$ cat src/rtl/mem_arbiter.sv
// Shares one single-ported, fixed-latency memory between instruction fetch and data accesses.
// Data has priority; a saturating count of bypassed fetches forces a fetch grant at the limit.
module mem_arbiter #(
    parameter int ADDR_WIDTH   = 32,
    parameter int DATA_WIDTH   = 32,
    parameter int LATENCY      = 2,
    parameter int STARVE_LIMIT = 4
) (
    input  logic                  clk_i,
    input  logic                  rst_i,
    input  logic                  FetchReq_i,
    input  logic [ADDR_WIDTH-1:0] FetchAddr_i,
    output logic [DATA_WIDTH-1:0] FetchData_o,
    output logic                  FetchValid_o,
    input  logic                  DataReq_i,
    input  logic                  DataWe_i,
    input  logic [ADDR_WIDTH-1:0] DataAddr_i,
    input  logic [DATA_WIDTH-1:0] DataWData_i,
    output logic [DATA_WIDTH-1:0] DataRData_o,
    output logic                  DataValid_o,
    output logic                  MemEn_o,
    output logic                  MemWe_o,
    output logic [ADDR_WIDTH-1:0] MemAddr_o,
    output logic [DATA_WIDTH-1:0] MemWData_o,
    input  logic [DATA_WIDTH-1:0] MemRData_i,
    output logic                  Busy_o
);
    localparam int WAIT_W   = $clog2(LATENCY + 1);
    localparam int STARVE_W = $clog2(STARVE_LIMIT + 1);
    localparam logic [WAIT_W-1:0]   WAIT_LOAD  = WAIT_W'(LATENCY);
    localparam logic [WAIT_W-1:0]   WAIT_ONE   = WAIT_W'(1);
    localparam logic [STARVE_W-1:0] STARVE_MAX = STARVE_W'(STARVE_LIMIT);
    localparam logic [STARVE_W-1:0] STARVE_ONE = STARVE_W'(1);

    typedef enum logic [1:0] {
        ST_IDLE  = 2'd0,
        ST_ISSUE = 2'd1,
        ST_WAIT  = 2'd2,
        ST_RESP  = 2'd3
    } state_t;

    state_t              state_r;
    logic                owner_data_r;
    logic                we_r;
    logic [WAIT_W-1:0]   wait_cnt_r;
    logic [STARVE_W-1:0] starve_cnt_r;
    logic                grant_fetch_s;
    logic                grant_data_s;

    // Grant decision for the current request pair; only acted upon in IDLE
    always_comb begin
        grant_fetch_s = FetchReq_i & (~DataReq_i | (starve_cnt_r == STARVE_MAX));
        grant_data_s  = DataReq_i & ~grant_fetch_s;
    end

    // Access sequencer with registered memory strobes, read data and completion pulses
    always_ff @(posedge clk_i) begin
        if (rst_i) begin
            state_r      <= ST_IDLE;
            owner_data_r <= 1'b0;
            we_r         <= 1'b0;
            wait_cnt_r   <= {WAIT_W{1'b0}};
            starve_cnt_r <= {STARVE_W{1'b0}};
            FetchData_o  <= {DATA_WIDTH{1'b0}};
            FetchValid_o <= 1'b0;
            DataRData_o  <= {DATA_WIDTH{1'b0}};
            DataValid_o  <= 1'b0;
            MemEn_o      <= 1'b0;
            MemWe_o      <= 1'b0;
            MemAddr_o    <= {ADDR_WIDTH{1'b0}};
            MemWData_o   <= {DATA_WIDTH{1'b0}};
            Busy_o       <= 1'b0;
        end else begin
            case (state_r)
                ST_IDLE: begin
                    if (grant_fetch_s || grant_data_s) begin
                        state_r      <= ST_ISSUE;
                        Busy_o       <= 1'b1;
                        owner_data_r <= grant_data_s;
                        we_r         <= grant_data_s & DataWe_i;
                        MemEn_o      <= 1'b1;
                        MemWe_o      <= grant_data_s & DataWe_i;
                        MemAddr_o    <= grant_data_s ? DataAddr_i : FetchAddr_i;
                        MemWData_o   <= grant_data_s ? DataWData_i : {DATA_WIDTH{1'b0}};
                    end else begin
                        state_r <= ST_IDLE;
                    end
                    // Counts data grants that overtook a waiting fetch
                    if (grant_data_s && FetchReq_i) begin
                        if (starve_cnt_r != STARVE_MAX) begin
                            starve_cnt_r <= starve_cnt_r + STARVE_ONE;
                        end else begin
                            starve_cnt_r <= starve_cnt_r;
                        end
                    end else if (grant_fetch_s || grant_data_s) begin
                        starve_cnt_r <= {STARVE_W{1'b0}};
                    end else begin
                        starve_cnt_r <= starve_cnt_r;
                    end
                end
                ST_ISSUE: begin
                    MemEn_o    <= 1'b0;
                    MemWe_o    <= 1'b0;
                    MemAddr_o  <= {ADDR_WIDTH{1'b0}};
                    MemWData_o <= {DATA_WIDTH{1'b0}};
                    if (we_r) begin
                        state_r     <= ST_RESP;
                        DataValid_o <= 1'b1;
                    end else begin
                        state_r    <= ST_WAIT;
                        wait_cnt_r <= WAIT_LOAD;
                    end
                end
                ST_WAIT: begin
                    if (wait_cnt_r == WAIT_ONE) begin
                        state_r <= ST_RESP;
                        if (owner_data_r) begin
                            DataRData_o <= MemRData_i;
                            DataValid_o <= 1'b1;
                        end else begin
                            FetchData_o  <= MemRData_i;
                            FetchValid_o <= 1'b1;
                        end
                    end else begin
                        wait_cnt_r <= wait_cnt_r - WAIT_ONE;
                    end
                end
                ST_RESP: begin
                    state_r      <= ST_IDLE;
                    Busy_o       <= 1'b0;
                    FetchValid_o <= 1'b0;
                    DataValid_o  <= 1'b0;
                end
                default: begin
                    state_r      <= ST_IDLE;
                    Busy_o       <= 1'b0;
                    FetchValid_o <= 1'b0;
                    DataValid_o  <= 1'b0;
                    MemEn_o      <= 1'b0;
                    MemWe_o      <= 1'b0;
                end
            endcase
        end
    end
endmodule

$ cat config.mk
export PLATFORM = sky130hd
export DESIGN_NAME = mem_arbiter
export DESIGN_NICKNAME = d
export VERILOG_FILES = /design/src/rtl/mem_arbiter.sv
export SDC_FILE = /design/constraint.sdc
export NUM_CORES = 1
export LEC_CHECK = 0
export ABC_CLOCK_PERIOD_IN_PS = 2290
export CAP_MARGIN = 20
export CORE_ASPECT_RATIO = 2
export CORE_UTILIZATION = 30
export CTS_CLUSTER_SIZE = 28
export DETAILED_ROUTE_END_ITERATION = 12
export SLEW_MARGIN = 20
export SYNTH_ARGS = -nofsm -noshare
export SYNTH_HDL_FRONTEND = slang
export SYNTH_SLANG_ARGS = --single-unit
$ cat constraint.sdc
create_clock -name clk_i -period 2.29 [get_ports clk_i]
set_input_delay 0.5725 -clock clk_i [delete_from_list [all_inputs] [get_ports clk_i]]
set_output_delay 0.5725 -clock clk_i [all_outputs]
set_load 0.02 [all_outputs]
**After elaboration in Yosys (flattened, before gate mapping)**

Cells that the tools add are included.

- Add/subtract/negate cells: 2
- Equal/unequal tests: 14
- Muxes and demuxes: 28
- Bitwise logic cells: 7
- Reductions and logical operators: 18

Operator list:

| cell | number |
|---|---|
| $mux W32 | 4 |
| $pmux W32 S2 | 2 |
| $reduce_and A3 Y1 | 5 |
| $ne A2 B2 Y1 const B | 7 |
| $reduce_bool A2 Y1 | 5 |
| $mux W1 | 9 |
| $mux W3 | 3 |
| $pmux W1 S2 | 4 |
| $pmux W2 S4 | 1 |
| $mux W2 | 3 |
| $reduce_and A2 Y1 | 3 |
| $eq A2 B1 Y1 const B | 2 |
| $eq A2 B2 Y1 const B | 2 |
| $pmux W2 S2 | 1 |
| $reduce_and A4 Y1 | 1 |
| $add A3 B1 Y3 const B | 1 |
| $and A1 B1 Y1 | 3 |
| $eq A3 B3 Y1 const B | 1 |
| $ne A3 B3 Y1 const B | 1 |
| $not A1 Y1 | 3 |
| $pmux W1 S3 | 1 |
| $reduce_bool A3 Y1 | 1 |
| $logic_not A2 Y1 | 1 |
| $ne A2 B1 Y1 const B | 1 |
| 4 further kinds | 4 |

- Register bits: 142
- Input bits: 133
- Output and inout bits: 133

**Longest topological paths before layout**

- Word-level depth: 8
- Gate-level depth with buffers: 9
- Gate-level depth less buffers: 6

**Least setup slack after synthesis**

Ideal clock, no wire load.

- Path type: reg2reg
- Start point: register state_r[1]
- End point: register MemWData_o[14]
- Library setup time: 0.060 ns
- Arrival: 1.642 ns
- Required time: 2.230 ns
- Slack: 0.588 ns
- Cell stages (with the launch flop): 9
- Path buffers: 3
- Cells stage by stage: dfxtp_1 > inv_1 > ha_1 > clkbuf_1 > or2_2 > a21oi_2 > buf_6 > buf_6 > a22o_1

- Cells in the longest elaborated chain, start to end: 3

Ends and longest elaborated chain:

| item | line | text |
|---|---|---|
| start, declared | 42 | `state_t state_r;` |
| start signal, assigned | 59 | `state_r <= ST_IDLE;` |
| start signal, assigned | 77 | `state_r <= ST_ISSUE;` |
| start signal, assigned | 86 | `state_r <= ST_IDLE;` |
| $eq A2 B1 Y1 or $logic_not A2 Y1 (tied branches) | 74 | `case (state_r)` |
| $reduce_bool A2 Y1 (no source line) or $ne A2 B2 Y1 (tied branches) | n/a |  |
| $reduce_and A2 Y1 (no source line) | n/a |  |
| end signal, assigned | 71 | `MemWData_o <= {DATA_WIDTH{1'b0}};` |
| end signal, assigned | 84 | `MemWData_o <= grant_data_s ? DataWData_i : {DATA_WIDTH{1'b0}};` |
| end signal, assigned | 105 | `MemWData_o <= {DATA_WIDTH{1'b0}};` |
| end, declared | 24 | `output logic [DATA_WIDTH-1:0] MemWData_o,` |

Parallel ways exist; a longest one is shown, timed or not.
A chain may end at the register's enable or synchronous reset.

**Worst setup path after layout**

- Start point: register state_r[0]
- End point: register MemAddr_o[28]

- Cells in the longest elaborated chain, start to end: 3

Ends and longest elaborated chain:

| item | line | text |
|---|---|---|
| $eq A2 B1 Y1 or $logic_not A2 Y1 (tied branches) | 74 |  |
| $reduce_bool A2 Y1 (no source line) or $ne A2 B2 Y1 (tied branches) | n/a |  |
| $reduce_and A2 Y1 (no source line) | n/a |  |
| end signal, assigned | 70 | `MemAddr_o <= {ADDR_WIDTH{1'b0}};` |
| end signal, assigned | 83 | `MemAddr_o <= grant_data_s ? DataAddr_i : FetchAddr_i;` |
| end signal, assigned | 104 | `MemAddr_o <= {ADDR_WIDTH{1'b0}};` |
| end, declared | 23 | `output logic [ADDR_WIDTH-1:0] MemAddr_o,` |

Parallel ways exist; a longest one is shown, timed or not.

==> flow_metrics.env <==
export IMPL_vias_per_cell=4.71
export IMPL_hold_class="reg2reg"
export IMPL_r2r_cells=7
export IMPL_ant_nets=0
export IMPL_area_delta_synth_final_pct=65.8
export IMPL_die_w_um=95.8
export IMPL_arrival_ps=2310
export IMPL_detail_route_first_pass_iterations=4
export IMPL_ctsHoldBuffers=0
export IMPL_clock_latency_ps=420
export IMPL_relSlewSlack_pct=54.7
export IMPL_cp_start_kind="flop"
export IMPL_seqPwrFrac_pct=36.5
export IMPL_end_kind="flop"
export IMPL_fin_nets=988
export IMPL_status="finished, final reports clean"
export IMPL_clk_path_buf_depth=2
export IMPL_ys_warn_count=0
export IMPL_dp_hpwl_mm=12.3
export IMPL_worstReg2RegEnd="MemAddr_o[28]"
export IMPL_gr_usage_all_layers_pct=18.7
export IMPL_leakage_nw=3.21
export IMPL_yosysSeqAreaShare_pct=53.9
export IMPL_cts_resized=0
export IMPL_synth_nets=733
export IMPL_p_int_mw=5.68
export IMPL_cts_setup_buffers=0
export IMPL_root_buffer="clkbuf_16"
export IMPL_yosysTopAreaCell="dfxtp_1"
export IMPL_layout_drive_gt1_share_pct=6.40
export IMPL_synth_seq_cells=142
export IMPL_p_clk_share_pct=34.5
export IMPL_initial_core_util_pct=30.5
export IMPL_syn_area_sq_mm=0.00528
export IMPL_drt_iter0_drc=129
export IMPL_synthFlopType="dfxtp_1"
export IMPL_powerDensity_mw_per_mm2=936
export IMPL_ff2ff_setup_slack_ps=310
export IMPL_h_tree_depth=4
export IMPL_final_hold_viol_count=0
export IMPL_netlist_instances=592
export IMPL_yosys_top_cells_area="dfxtp_1, nand2_1, a21oi_1"
export IMPL_p_sw_mw=2.51
export IMPL_peakVddDrop_uv=591
export IMPL_final_period_utilization_pct=86.3
export IMPL_gp_congestion=0.791
export IMPL_grt_pass1_wl_mm=25.8
export IMPL_io_buffer_count=265
export IMPL_grt_overflow=0
export IMPL_finalInstanceArea_sq_mm=0.00875
export IMPL_setup_viol=0
export IMPL_worstPathMaxFanout=22
export IMPL_vias=5032
export IMPL_rows=68
export IMPL_cp_required_ps=2620
export IMPL_worstHoldStart="MemAddr_o[7]"
export IMPL_drv_slew=0
export IMPL_finClkSkew_ps=9.32
export IMPL_numCtsBuffers=17
export IMPL_tightest_slew_ps=679
export IMPL_synth_top_area_share_pct=53.9
export IMPL_async_reset_ff_share_pct=0
export IMPL_clk_pin_slew_ps=60
export IMPL_timing_fmax_mhz=506
export IMPL_cts_sinks=142
export IMPL_crit_type="reg2reg"
export IMPL_switching_share_pct=30.7
export IMPL_holdPathEnd="MemAddr_o[7]"
export IMPL_synth_edff_count=0
export IMPL_r2r_start="state_r[0]"
export IMPL_grt_max_degree=70
export IMPL_antenna_found_initial=0
export IMPL_wl_per_cell_um=15.7
export IMPL_cts_tree="yes"
export IMPL_dieArea_sq_mm=0.0182
export IMPL_postPlaceCellArea_sq_mm=0.00815
export IMPL_holdPathStages=2
export IMPL_fin_crit_ps=1980
export IMPL_grt_pass1_vias=5191
export IMPL_max_cap_violations=0
export IMPL_die_h_um=190
export IMPL_tns_ps=0
export IMPL_fill_cells=1662
export IMPL_avgSynthCellArea_sq_um=8.91
export IMPL_core_area_sq_mm=0.0173
export IMPL_combPwrFrac_pct=29.0
export IMPL_diodes=0
export IMPL_drc=0
export IMPL_rsz0062_at_grt="no"
export IMPL_synth_cell_types=36
export IMPL_ios=266
export IMPL_wirelength_mm=16.8
[how the worst max path moves through the flow]
| stage | startpoint | to | cells after the start | slack, ps |
|---|---|---|---|---|
| after global routing | state_r[0] | MemAddr_o[28] | 7 | 110 |
| after floorplan | state_r[1] | MemWData_o[14] | 8 | 590 |
| final | state_r[0] | MemAddr_o[28] | 7 | 310 |
| after detailed placement | FetchReq_i | MemAddr_o[21] | 6 | 20 |
| after global placement | FetchReq_i | MemAddr_o[28] | 6 | 100 |
| after CTS | state_r[0] | MemAddr_o[21] | 7 | 270 |
[state kept, by name, indices dropped and copies added (netlist names), 2 cells and up]
name	count
MemWData_o	32
starve_cnt_r	3
DataRData_o	32
MemAddr_o	32
wait_cnt_r	2
state_r	2
FetchData_o	32
[synth_stat cells (5+ instances only)]
library cell	n
mux2i_1	33
nand2_1	172
a22o_1	32
clkbuf_1	24
nor2_1	15
ha_1	8
o21ai_1	30
buf_2	9
buf_6	7
inv_1	7
dfxtp_1	142
a21oi_1	73
o21ai_0	5
[per-stage QoR]
stage | utilization, % | hold WS (ps) | setup WS (ps) | instances | total power [mW]
after floorplan | - | 449 | 588 | 592 | 4.31
after global placement | 47.2 | 436 | 101 | 1038 | 5.36
after detailed placement | 47.2 | 440 | 22.7 | 1038 | 5.44
after CTS | 50.7 | 449 | 274 | 1069 | 8.32
after global routing | 50.7 | 467 | 110 | 1069 | 8.62
final | 50.7 | 445 | 315 | 1069 | 8.19
[worst max-delay path: stages, from the launching register on]
cell and delay (ps):
dfxtp_1 340, inv_1 110, ha_1 360, or3b_4 440, a21oi_4 190, buf_4 280
nand2_1 80, o21ai_1 90
[power groups by stage]
| stage | Sequential [mW] | Combinational [mW] | Clock, mW |
|---|---|---|---|
| final | 2.99 | 2.38 | 2.83 |
| after global routing | 3.03 | 2.58 | 3.01 |
| after CTS | 2.99 | 2.41 | 2.92 |
| after detailed placement | 3.04 | 2.40 | 0 |
| after global placement | 3.03 | 2.34 | 0 |
| after floorplan | 3.37 | 0.950 | 0 |
[routing by layer]
layer / vias to the layer above / part of all wire [%] / track usage [%]
met4: 0 / 2.6 / 8.50
met5: - / 0 / 0
met1: 2330 / 35 / 18.1
li1: 2505 / - / -
met3: 24 / 6.5 / 5.08
met2: 173 / 56 / 35.3
[cell type report]
cell class	instances	area, sq um	area share, %
Timing Repair Buffer	280	2820	32.3
Tap cell	210	263	3.00
Sequential cell	142	2840	32.5
Inverter	7	26.3	0.300
Clock inverter	12	161	1.84
Multi-Input combinational cell	399	2190	25.0
Clock buffer	19	443	5.06
[cell families after synthesis]
family / share of synthesized area, %
AO/OA/AOI/OAI: 17.3
adder cells (fa/ha/maj): 1.90
buffers and inverters: 4.91
flip-flops: 53.9
multiplexers: 6.26
AND/OR/NAND/NOR: 15.7
[layout by cell type (no fill, tap or decap), types with 7 or more instances in the layout]
cell	synthesis	layout
inv_1	7	7
a21oi_1	73	73
o21ai_1	30	30
clkbuf_16	0	17
buf_4	1	10
nor2_1	15	14
mux2i_1	33	33
dfxtp_1	142	142
clkdlybuf4s50_1	0	264
nand2_1	172	172
ha_1	8	8
a22o_1	32	32
(Power assumes the default switching activity.)
